## config.mk

```make
export PLATFORM = sky130hd
export DESIGN_NAME = mc_control_fsm
export DESIGN_NICKNAME = d
export VERILOG_FILES = /design/src/rtl/mc_control_fsm.sv
export SDC_FILE = /design/constraint.sdc
export NUM_CORES = 1
export LEC_CHECK = 0
export CAP_MARGIN = 10
export CORE_MARGIN = 3
export CORE_UTILIZATION = 30
export CTS_BUF_LIST = sky130_fd_sc_hd__clkbuf_4 sky130_fd_sc_hd__clkbuf_8
export DETAILED_ROUTE_END_ITERATION = 10
export SKIP_LAST_GASP = 1
export SLEW_MARGIN = 20
export SYNTH_ARGS = -nofsm -noshare
export SYNTH_HDL_FRONTEND = slang
export SYNTH_SLANG_ARGS = --single-unit
```

## constraint.sdc

```tcl
create_clock -name clk -period 1.75 [get_ports clk]
set_clock_uncertainty 0.15 [all_clocks]
set_input_delay 0.35 -clock clk [delete_from_list [all_inputs] [get_ports clk]]
set_output_delay 0.35 -clock clk [all_outputs]
set_load 0.05 [all_outputs]
```

## src/rtl/mc_control_fsm.sv

```systemverilog
// Multicycle MIPS main control FSM: sequences fetch/decode/execute/memory/write-back
// and stalls on a ready-handshaked memory, flagging a sticky timeout on long waits.
//
// state      | meaning
// S_RESET    | post-reset idle, all outputs low
// S_FETCH    | read instruction, PC <= PC+4 on mem_ready
// S_DECODE   | register read, branch target precompute
// S_MEMADR   | lw/sw address = A + signext(imm)
// S_MEMRD    | data memory read (waits on mem_ready)
// S_MEMWB    | rt <= MDR
// S_MEMWR    | data memory write (waits on mem_ready)
// S_EXEC     | R-type ALU operation
// S_ALUWB    | rd <= ALUOut
// S_BRANCH   | beq compare, conditional PC load
// S_ADDIEX   | A + signext(imm)
// S_ADDIWB   | rt <= ALUOut
// S_JUMP     | PC <= jump target
// S_JAL      | r31 <= PC, PC <= jump target
// S_ILLEGAL  | one-cycle illegal_op pulse
module mc_control_fsm #(
  parameter int STATE_W = 4,
  parameter int TIMEOUT = 15
) (
  input  logic               clk,
  input  logic               rst,
  input  logic [5:0]         Opcode,
  input  logic               mem_ready,
  output logic [1:0]         RegDst,
  output logic               RegWrite,
  output logic [1:0]         MemtoReg,
  output logic               MemRead,
  output logic               MemWrite,
  output logic               IorD,
  output logic               IRWrite,
  output logic               PCWrite,
  output logic               PCWriteCond,
  output logic [1:0]         PCSource,
  output logic               ALUSrcA,
  output logic [1:0]         ALUSrcB,
  output logic [1:0]         ALUOp,
  output logic               illegal_op,
  output logic               mem_timeout,
  output logic [STATE_W-1:0] state
);

  localparam logic [5:0] OP_R    = 6'b000000;
  localparam logic [5:0] OP_LW   = 6'b100011;
  localparam logic [5:0] OP_SW   = 6'b101011;
  localparam logic [5:0] OP_BEQ  = 6'b000100;
  localparam logic [5:0] OP_ADDI = 6'b001000;
  localparam logic [5:0] OP_J    = 6'b000010;
  localparam logic [5:0] OP_JAL  = 6'b000011;

  localparam logic [7:0] TMO = 8'(TIMEOUT);

  typedef enum logic [STATE_W-1:0] {
    S_RESET   = STATE_W'(0),
    S_FETCH   = STATE_W'(1),
    S_DECODE  = STATE_W'(2),
    S_MEMADR  = STATE_W'(3),
    S_MEMRD   = STATE_W'(4),
    S_MEMWB   = STATE_W'(5),
    S_MEMWR   = STATE_W'(6),
    S_EXEC    = STATE_W'(7),
    S_ALUWB   = STATE_W'(8),
    S_BRANCH  = STATE_W'(9),
    S_ADDIEX  = STATE_W'(10),
    S_ADDIWB  = STATE_W'(11),
    S_JUMP    = STATE_W'(12),
    S_JAL     = STATE_W'(13),
    S_ILLEGAL = STATE_W'(14)
  } state_t;

  state_t     state_q, state_d;
  logic [7:0] cnt_q, cnt_d;
  logic       timeout_q, timeout_d;
  logic       waiting;

  always_ff @(posedge clk or posedge rst) begin
    if (rst) begin
      state_q   <= S_RESET;
      cnt_q     <= 8'd0;
      timeout_q <= 1'b0;
    end else begin
      state_q   <= state_d;
      cnt_q     <= cnt_d;
      timeout_q <= timeout_d;
    end
  end

  always_comb begin
    state_d = state_q;
    unique case (state_q)
      S_RESET:  state_d = S_FETCH;
      S_FETCH:  if (mem_ready) state_d = S_DECODE;
      S_DECODE: begin
        unique case (Opcode)
          OP_LW, OP_SW: state_d = S_MEMADR;
          OP_R:         state_d = S_EXEC;
          OP_BEQ:       state_d = S_BRANCH;
          OP_ADDI:      state_d = S_ADDIEX;
          OP_J:         state_d = S_JUMP;
          OP_JAL:       state_d = S_JAL;
          default:      state_d = S_ILLEGAL;
        endcase
      end
      // Opcode is re-sampled here; anything other than lw/sw is treated as illegal
      S_MEMADR: begin
        if (Opcode == OP_LW)      state_d = S_MEMRD;
        else if (Opcode == OP_SW) state_d = S_MEMWR;
        else                      state_d = S_ILLEGAL;
      end
      S_MEMRD:   if (mem_ready) state_d = S_MEMWB;
      S_MEMWR:   if (mem_ready) state_d = S_FETCH;
      S_EXEC:    state_d = S_ALUWB;
      S_ADDIEX:  state_d = S_ADDIWB;
      S_MEMWB, S_ALUWB, S_BRANCH, S_ADDIWB, S_JUMP, S_JAL, S_ILLEGAL:
                 state_d = S_FETCH;
      default:   state_d = S_RESET;
    endcase
  end

  assign waiting = ((state_q == S_FETCH) || (state_q == S_MEMRD) || (state_q == S_MEMWR))
                   && !mem_ready;

  // Counter saturates at TIMEOUT so the sticky flag cannot be undone by wrap-around
  always_comb begin
    cnt_d     = 8'd0;
    timeout_d = timeout_q;
    if (waiting && (state_d == state_q)) begin
      cnt_d = (cnt_q >= TMO) ? cnt_q : cnt_q + 8'd1;
      if (cnt_d >= TMO) timeout_d = 1'b1;
    end
  end

  always_comb begin
    RegDst      = 2'b00;
    RegWrite    = 1'b0;
    MemtoReg    = 2'b00;
    MemRead     = 1'b0;
    MemWrite    = 1'b0;
    IorD        = 1'b0;
    IRWrite     = 1'b0;
    PCWrite     = 1'b0;
    PCWriteCond = 1'b0;
    PCSource    = 2'b00;
    ALUSrcA     = 1'b0;
    ALUSrcB     = 2'b00;
    ALUOp       = 2'b00;
    illegal_op  = 1'b0;
    unique case (state_q)
      S_FETCH: begin
        MemRead = 1'b1;
        ALUSrcB = 2'b01;
        IRWrite = mem_ready;
        PCWrite = mem_ready;
      end
      S_DECODE: ALUSrcB = 2'b11;
      S_MEMADR: begin
        ALUSrcA = 1'b1;
        ALUSrcB = 2'b10;
      end
      S_MEMRD: begin
        MemRead = 1'b1;
        IorD    = 1'b1;
      end
      S_MEMWB: begin
        MemtoReg = 2'b01;
        RegWrite = 1'b1;
      end
      S_MEMWR: begin
        MemWrite = 1'b1;
        IorD     = 1'b1;
      end
      S_EXEC: begin
        ALUSrcA = 1'b1;
        ALUOp   = 2'b10;
      end
      S_ALUWB: begin
        RegDst   = 2'b01;
        RegWrite = 1'b1;
      end
      S_BRANCH: begin
        ALUSrcA     = 1'b1;
        ALUOp       = 2'b01;
        PCWriteCond = 1'b1;
        PCSource    = 2'b01;
      end
      S_ADDIEX: begin
        ALUSrcA = 1'b1;
        ALUSrcB = 2'b10;
      end
      S_ADDIWB: RegWrite = 1'b1;
      S_JUMP: begin
        PCWrite  = 1'b1;
        PCSource = 2'b10;
      end
      // PC already holds PC+4 from fetch, so r31 gets the return address
      S_JAL: begin
        RegDst   = 2'b10;
        MemtoReg = 2'b10;
        RegWrite = 1'b1;
        PCWrite  = 1'b1;
        PCSource = 2'b10;
      end
      S_ILLEGAL: illegal_op = 1'b1;
      default: ;
    endcase
  end

  assign mem_timeout = timeout_q;
  assign state       = STATE_W'(state_q);

endmodule
```

# --- After elaboration in Yosys (flattened, before gate mapping) ---
# Index checks and enable logic that the tools add are counted.
totals:
  regBits: 13
  inputBits: 9
classes:
  add_sub_neg: 1
  magnitude_cmp: 2
  eq_ne: 21
  mux: 23
  reduce_logical: 16
op_table:
  columns: ["operator", "n"]
  rows:
  - ["$pmux W4 S8", 1]
  - ["$eq A4 B4 Y1 const B", 7]
  - ["$pmux W4 S6", 1]
  - ["$mux W4", 5]
  - ["$eq A4 B3 Y1 const B", 4]
  - ["$ge A8 B4 Y1 const B", 2]
  - ["$mux W8", 2]
  - ["$pmux W2 S2", 4]
  - ["$eq A6 B2 Y1 const B", 2]
  - ["$eq A6 B6 Y1 const B", 2]
  - ["$reduce_or A2 Y1", 5]
  - ["$add A8 B1 Y8 const B", 1]
  - ["$eq A4 B2 Y1 const B", 2]
  - ["$mux W1", 8]
  - ["$reduce_or A4 Y1", 2]
  - ["$reduce_or A8 Y1", 1]
  - ["$eq A6 B3 Y1 const B", 1]
  - ["$eq A6 B4 Y1 const B", 1]
  - ["$logic_not A6 Y1", 1]
  - ["$pmux W2 S3", 1]
  - ["$eq A4 B1 Y1 const B", 1]
  - ["$eq A4 B4 Y1", 1]
  - ["$logic_not A4 Y1", 1]
  - ["$logic_and A1 B1 Y1", 2]
  - ["4 further kinds", 5]

# --- Longest topological paths before layout ---
logic_depth:
  depth_word: 7
  depth_mapped: 5
  depth_no_buf: 5

# --- Least setup slack after synthesis ---
# Ideal clock, no wire load.
synth_path:
  path_type: "register to output"
  start: "register state_q[0], in the netlist state[0]"
  end: "output RegWrite"
  arrival_time_ps: 2306
  required_ps: 1250
  path_slack_ps: -1056
  path_stages_with_launch: 6
  path_buffers: 1
  path_cell_list: "dfrtp_1 buf_6 nand2b_1 and2_1 nand2_1 o21ai_0"
synth_via:
  elab_chain_cells: 3
  elab_cells_between_ends: 6
  cone_classes: "4 x eq/ne; 1 x mux; 1 x reduce/logical"
synth_rtl:
  columns: ["element", "line_no", "source"]
  rows:
  - ["start: declaration", "74", "state_t state_q, state_d;"]
  - ["start signal: assignment", "85", "state_q <= state_d;"]
  - ["$eq A4 B3 Y1 or $eq A4 B4 Y1 (tied branches)", "151", "unique case (state_q)"]
  - ["$reduce_or A4 Y1 (no line) *", null, null]
  - ["$mux W1 *", "151", null]
  - ["end: declaration", "29", "output logic RegWrite,"]
# Every way passes the cells marked *; elsewhere a longest branch is shown, timed or not.

# --- Worst setup path in the final report ---
layout_path:
  start: "register state_q[1], in the netlist state[1]"
  end: "output MemtoReg[1]"
layout_via:
  elab_chain_cells: 2
  elab_cells_between_ends: 3
  cone_classes: "2 x eq/ne; 1 x mux"
layout_rtl:
  columns: ["element", "line_no", "source"]
  rows:
  - ["$eq A4 B4 Y1 or $eq A4 B3 Y1 (tied branches)", "151", null]
  - ["$pmux W2 S2 *", "151", null]
  - ["end: declaration", "30", "output logic [1:0] MemtoReg,"]
# Marked as above.

==> run summary <==
==========================================================================================
Top post-synthesis cells by count                                             15 x sky130_fd_sc_hd__nor2_1, 13 x sky130_fd_sc_hd__dfrtp_1, 10 x sky130_fd_sc_hd__nand2_1, 6 x sky130_fd_sc_hd__a21oi_1, 6 x sky130_fd_sc_hd__and3_1
Net switching power                                                                1849 uW
Clock network fraction of design power                                                5.4%
Combinational share of power                                                         83.1%
Worst setup path class                                                        flop to output pin
Critical Path Source Type                                                             flop
Initial standard-cell utilization of the core                                       31.75%
Count of cell types in the netlist                                                      40
Count of endpoints failing hold in the final timing report                               0
Arrival @ worst endpoint                                                           1.45 ns
Post-route cell area                                                              2151 um2
CTS sink cnt                                                                            13
Critical path peak fanout                                                                5
Highest signal layer in the routed design                                             met4
Smallest hold slack                                                              0.2321 ns
Transition time at the pin with the least slew margin                            0.4936 ns
Xor-xnor portion of the synthesized cell area                                       3.585%
Cells after Synth                                                                      115
Die width                                                                         63.07 um
First-pass GRT wire length                                                         5354 um
Total routing resource utilization after global routing                             16.47%
Hold buffer count at cts                                                                 0
Number of violations reported at the end of detailed-routing iteration 0                53
Asr flop ratio synth                                                                100.0%
TritonCTS clock tree                                                                   yes
Met3 wire length                                                                    137 um
Peak clock frequency supported by timing                                         513.0 MHz
Mapped cell area                                                                 977.2 um2
Detail Placement HPWL                                                              2303 um
Die height                                                                        63.07 um
Setup WS post-layout                                                            -0.1993 ns
Required time of the critical path                                                 1.25 ns
Simple-gate area share of the yosys netlist                                         36.75%
Layout area overhead                                                                120.1%
Run status                                                                    finished, violations left
Leakage                                                                       0.0009169 uW
Final worst-path cycle share                                                        111.4%
Unrepaired setup endpoints after global routing                                        yes
Total setup violations reported at the end of the flow                                  20
# diodes                                                                                 0
Number of violations of the max-capacitance limit                                        0
WL final                                                                           3264 um
Dpl cell area                                                                     1882 um2
Fraction of final layout cells sized beyond drive strength 1                        58.70%
Power share of the sequential group                                                  11.5%
Routed met1 length                                                                 1415 um
Accumulated negative setup slack                                                 -2.437 ns
Most numerous cell in the Yosys netlist                                       sky130_fd_sc_hd__nor2_1
Power per cell area                                                            1832 nW/um2
Number of flops mapped to enable cells by yosys                                          0
# nets final                                                                           195
Capturing element type of the critical path                                     output pin
Total power of the final layout                                                    3941 uW
Multiplexer fraction of the synthesized cell area                                   2.177%
Gr ovfl total                                                                            0
Routability congestion estimate from global placement                               0.8033
CTS Buf Count                                                                            3
# DRC                                                                                    0
Buffers on Ports                                                                        32
Startpoint of the lowest-slack register-to-register path                          state[0]
Clock slew at the register clock pins of the worst setup and hold paths            0.08 ns
Tightest slew margin relative to the limit                                          67.06%
Cell type contributing the most total cell area after synthesis               sky130_fd_sc_hd__dfrtp_1
Number of antenna violations at the first check in global routing                        0
Slew Viols, Final                                                                        0
P_int                                                                              2093 uW
Highest ir drop seen on vdd                                                      0.9572 mV
Switching part of the total power                                                   46.90%
Minimum clock period after layout                                                 1.949 ns
Startpoint of the worst setup timing path                                         state[1]
Maximum level of the CTS H-tree                                                          1
Pin count of the biggest net entering global routing                                    14
Failing checks                                                                negative setup slack
Vias in the first global route                                                        1141
Final ANT Viol Nets                                                                      0
Cell types with the largest area share after synthesis                        sky130_fd_sc_hd__dfrtp_1 33%, sky130_fd_sc_hd__nor2_1 5.8%, sky130_fd_sc_hd__clkbuf_8 4.2%, sky130_fd_sc_hd__and3_1 3.8%, sky130_fd_sc_hd__nand2_1 3.8%
Sequential element share of the synthesized area                                    33.29%
Via-per-instance ratio                                                               5.009
Combinational family with the most area after synthesis                       simple AND/OR/NAND/NOR gates
Compound-cell area share of the yosys netlist                                       14.72%
Ys Warns                                                                                 0
Commonest register cell after synthesis                                       sky130_fd_sc_hd__dfrtp_1
Count of filler cells inserted in the layout                                           221
Routed WL per cell                                                                14.32 um
Total die area                                                                    3978 um2
Share of synthesized cell area in full adder, half adder and majority cells         1.280%
Area share of the leading cell type in the synthesized netlist                      33.29%
DRT Pass-1 Iters                                                                         4
Maximum buffer depth of the clock tree                                                   2
Master cell of the clock root buffer                                          sky130_fd_sc_hd__clkbuf_4
Met2 Routed Length                                                                 1666 um
Count of standard-cell rows                                                             20
Syn avg cell area                                                                8.497 um2
Number of top-level pins                                                                33
Worst min-delay path category                                                 input pin to async pin
Synthesized flop and latch total                                                        13
Insertion delay to the later sink of the worst-skew pair                           0.28 ns
Area inside the core boundary                                                     3078 um2
Via Count                                                                             1142
Syn Nets                                                                               125
==========================================================================================
[cells by family after synthesis]
group | count (synthesis)
AND/OR/NAND/NOR | 65
multiplexers | 2
XOR/XNOR | 4
buffers and inverters | 9
adder cells (fa/ha/maj) | 1
flip-flops | 13
AO/OA/AOI/OAI | 21
[registers in the layout (all words and copies together) (netlist names)]
| name | flops |
|---|---|
| state | 4 |
| cnt_q | 8 |
| mem_timeout | 1 |
[repair_timing]
item / 4_1_cts / 5_1_grt
setup buffers: 13 / 4
endpoints found under the hold margin: 0 / 0
endpoints found under the setup margin: 21 / 23
pin swaps: 10 / 6
gates resized for setup: 18 / 13
[path summary, 6_finish.rpt]
check                         endpoint  slack [ns]  cells after the start
hold reg to reg               cnt_q[6]        0.37                      1
setup / recovery           MemtoReg[1]       -0.20                      5
setup reg to reg              state[1]        0.02                      8
max in group asynchronous     state[3]        0.86                      2
min in group clk              cnt_q[6]        0.37                      1
hold / removal                cnt_q[1]        0.23                      2
[worst max-delay path, cell delays in order, from the launching register on]
cell,delay [ns]
sky130_fd_sc_hd__dfrtp_2,0.46
sky130_fd_sc_hd__buf_4,0.16
sky130_fd_sc_hd__buf_8,0.14
sky130_fd_sc_hd__nor2_4,0.12
sky130_fd_sc_hd__and2_4,0.16
sky130_fd_sc_hd__buf_12,0.13
[per-stage QoR]
stage | cells | util, % | setup slack [ns]
4_1_cts | 224 | 67.60 | -0.1886
2_1_floorplan | 115 | - | -0.2343
3_3_place_gp | 207 | 61.14 | -0.3190
6_report | 228 | 69.88 | -0.1993
3_5_place_dp | 207 | 61.14 | -0.3640
5_1_grt | 228 | 69.88 | -0.2516
[cells in the final DEF (no fill, tap or decap), drive strengths merged, types with 2 or more instances in the layout]
cell type      count
buf               65
nor2              15
dfrtp             13
nand2             10
and3               6
a21oi              6
nand3              5
nand2b             5
nor4               5
nor3               5
clkbuf             4
dlygate4sd2        4
clkdlybuf4s50      4
o21ai              4
and2               3
o31ai              3
xnor2              2
xor2               2
nor4bb             2
nor2b              2
[cell type report]
type | instances | area [um2] | area share (%)
repair buffers | 73 | 922.1 | 42.87
multi-input cells | 93 | 809.5 | 37.64
flip-flops and latches | 13 | 330.3 | 15.36
well taps | 44 | 55.05 | 2.560
clock buffers | 4 | 30.03 | 1.396
inverters | 1 | 3.754 | 0.1745
[power by group through the flow]
| stage | combinational, uW | sequential [uW] | clock [uW] |
|---|---|---|---|
| floorplan | 1570 | 583 | 0 |
| global placement | 2760 | 470 | 0 |
| detailed placement | 2800 | 472 | 0 |
| CTS | 3140 | 463 | 210 |
| global route | 3400 | 467 | 228 |
| finish | 3280 | 455 | 211 |
[layer usage]
metal / track usage (%) / up-vias
met2: 28.19 / 36
met4: 7.713 / 0
met1: 20.69 / 543
met3: 1.604 / 6
met5: 0 / -
li1: - / 557
Note: power is estimated with default switching activity, not from simulation.
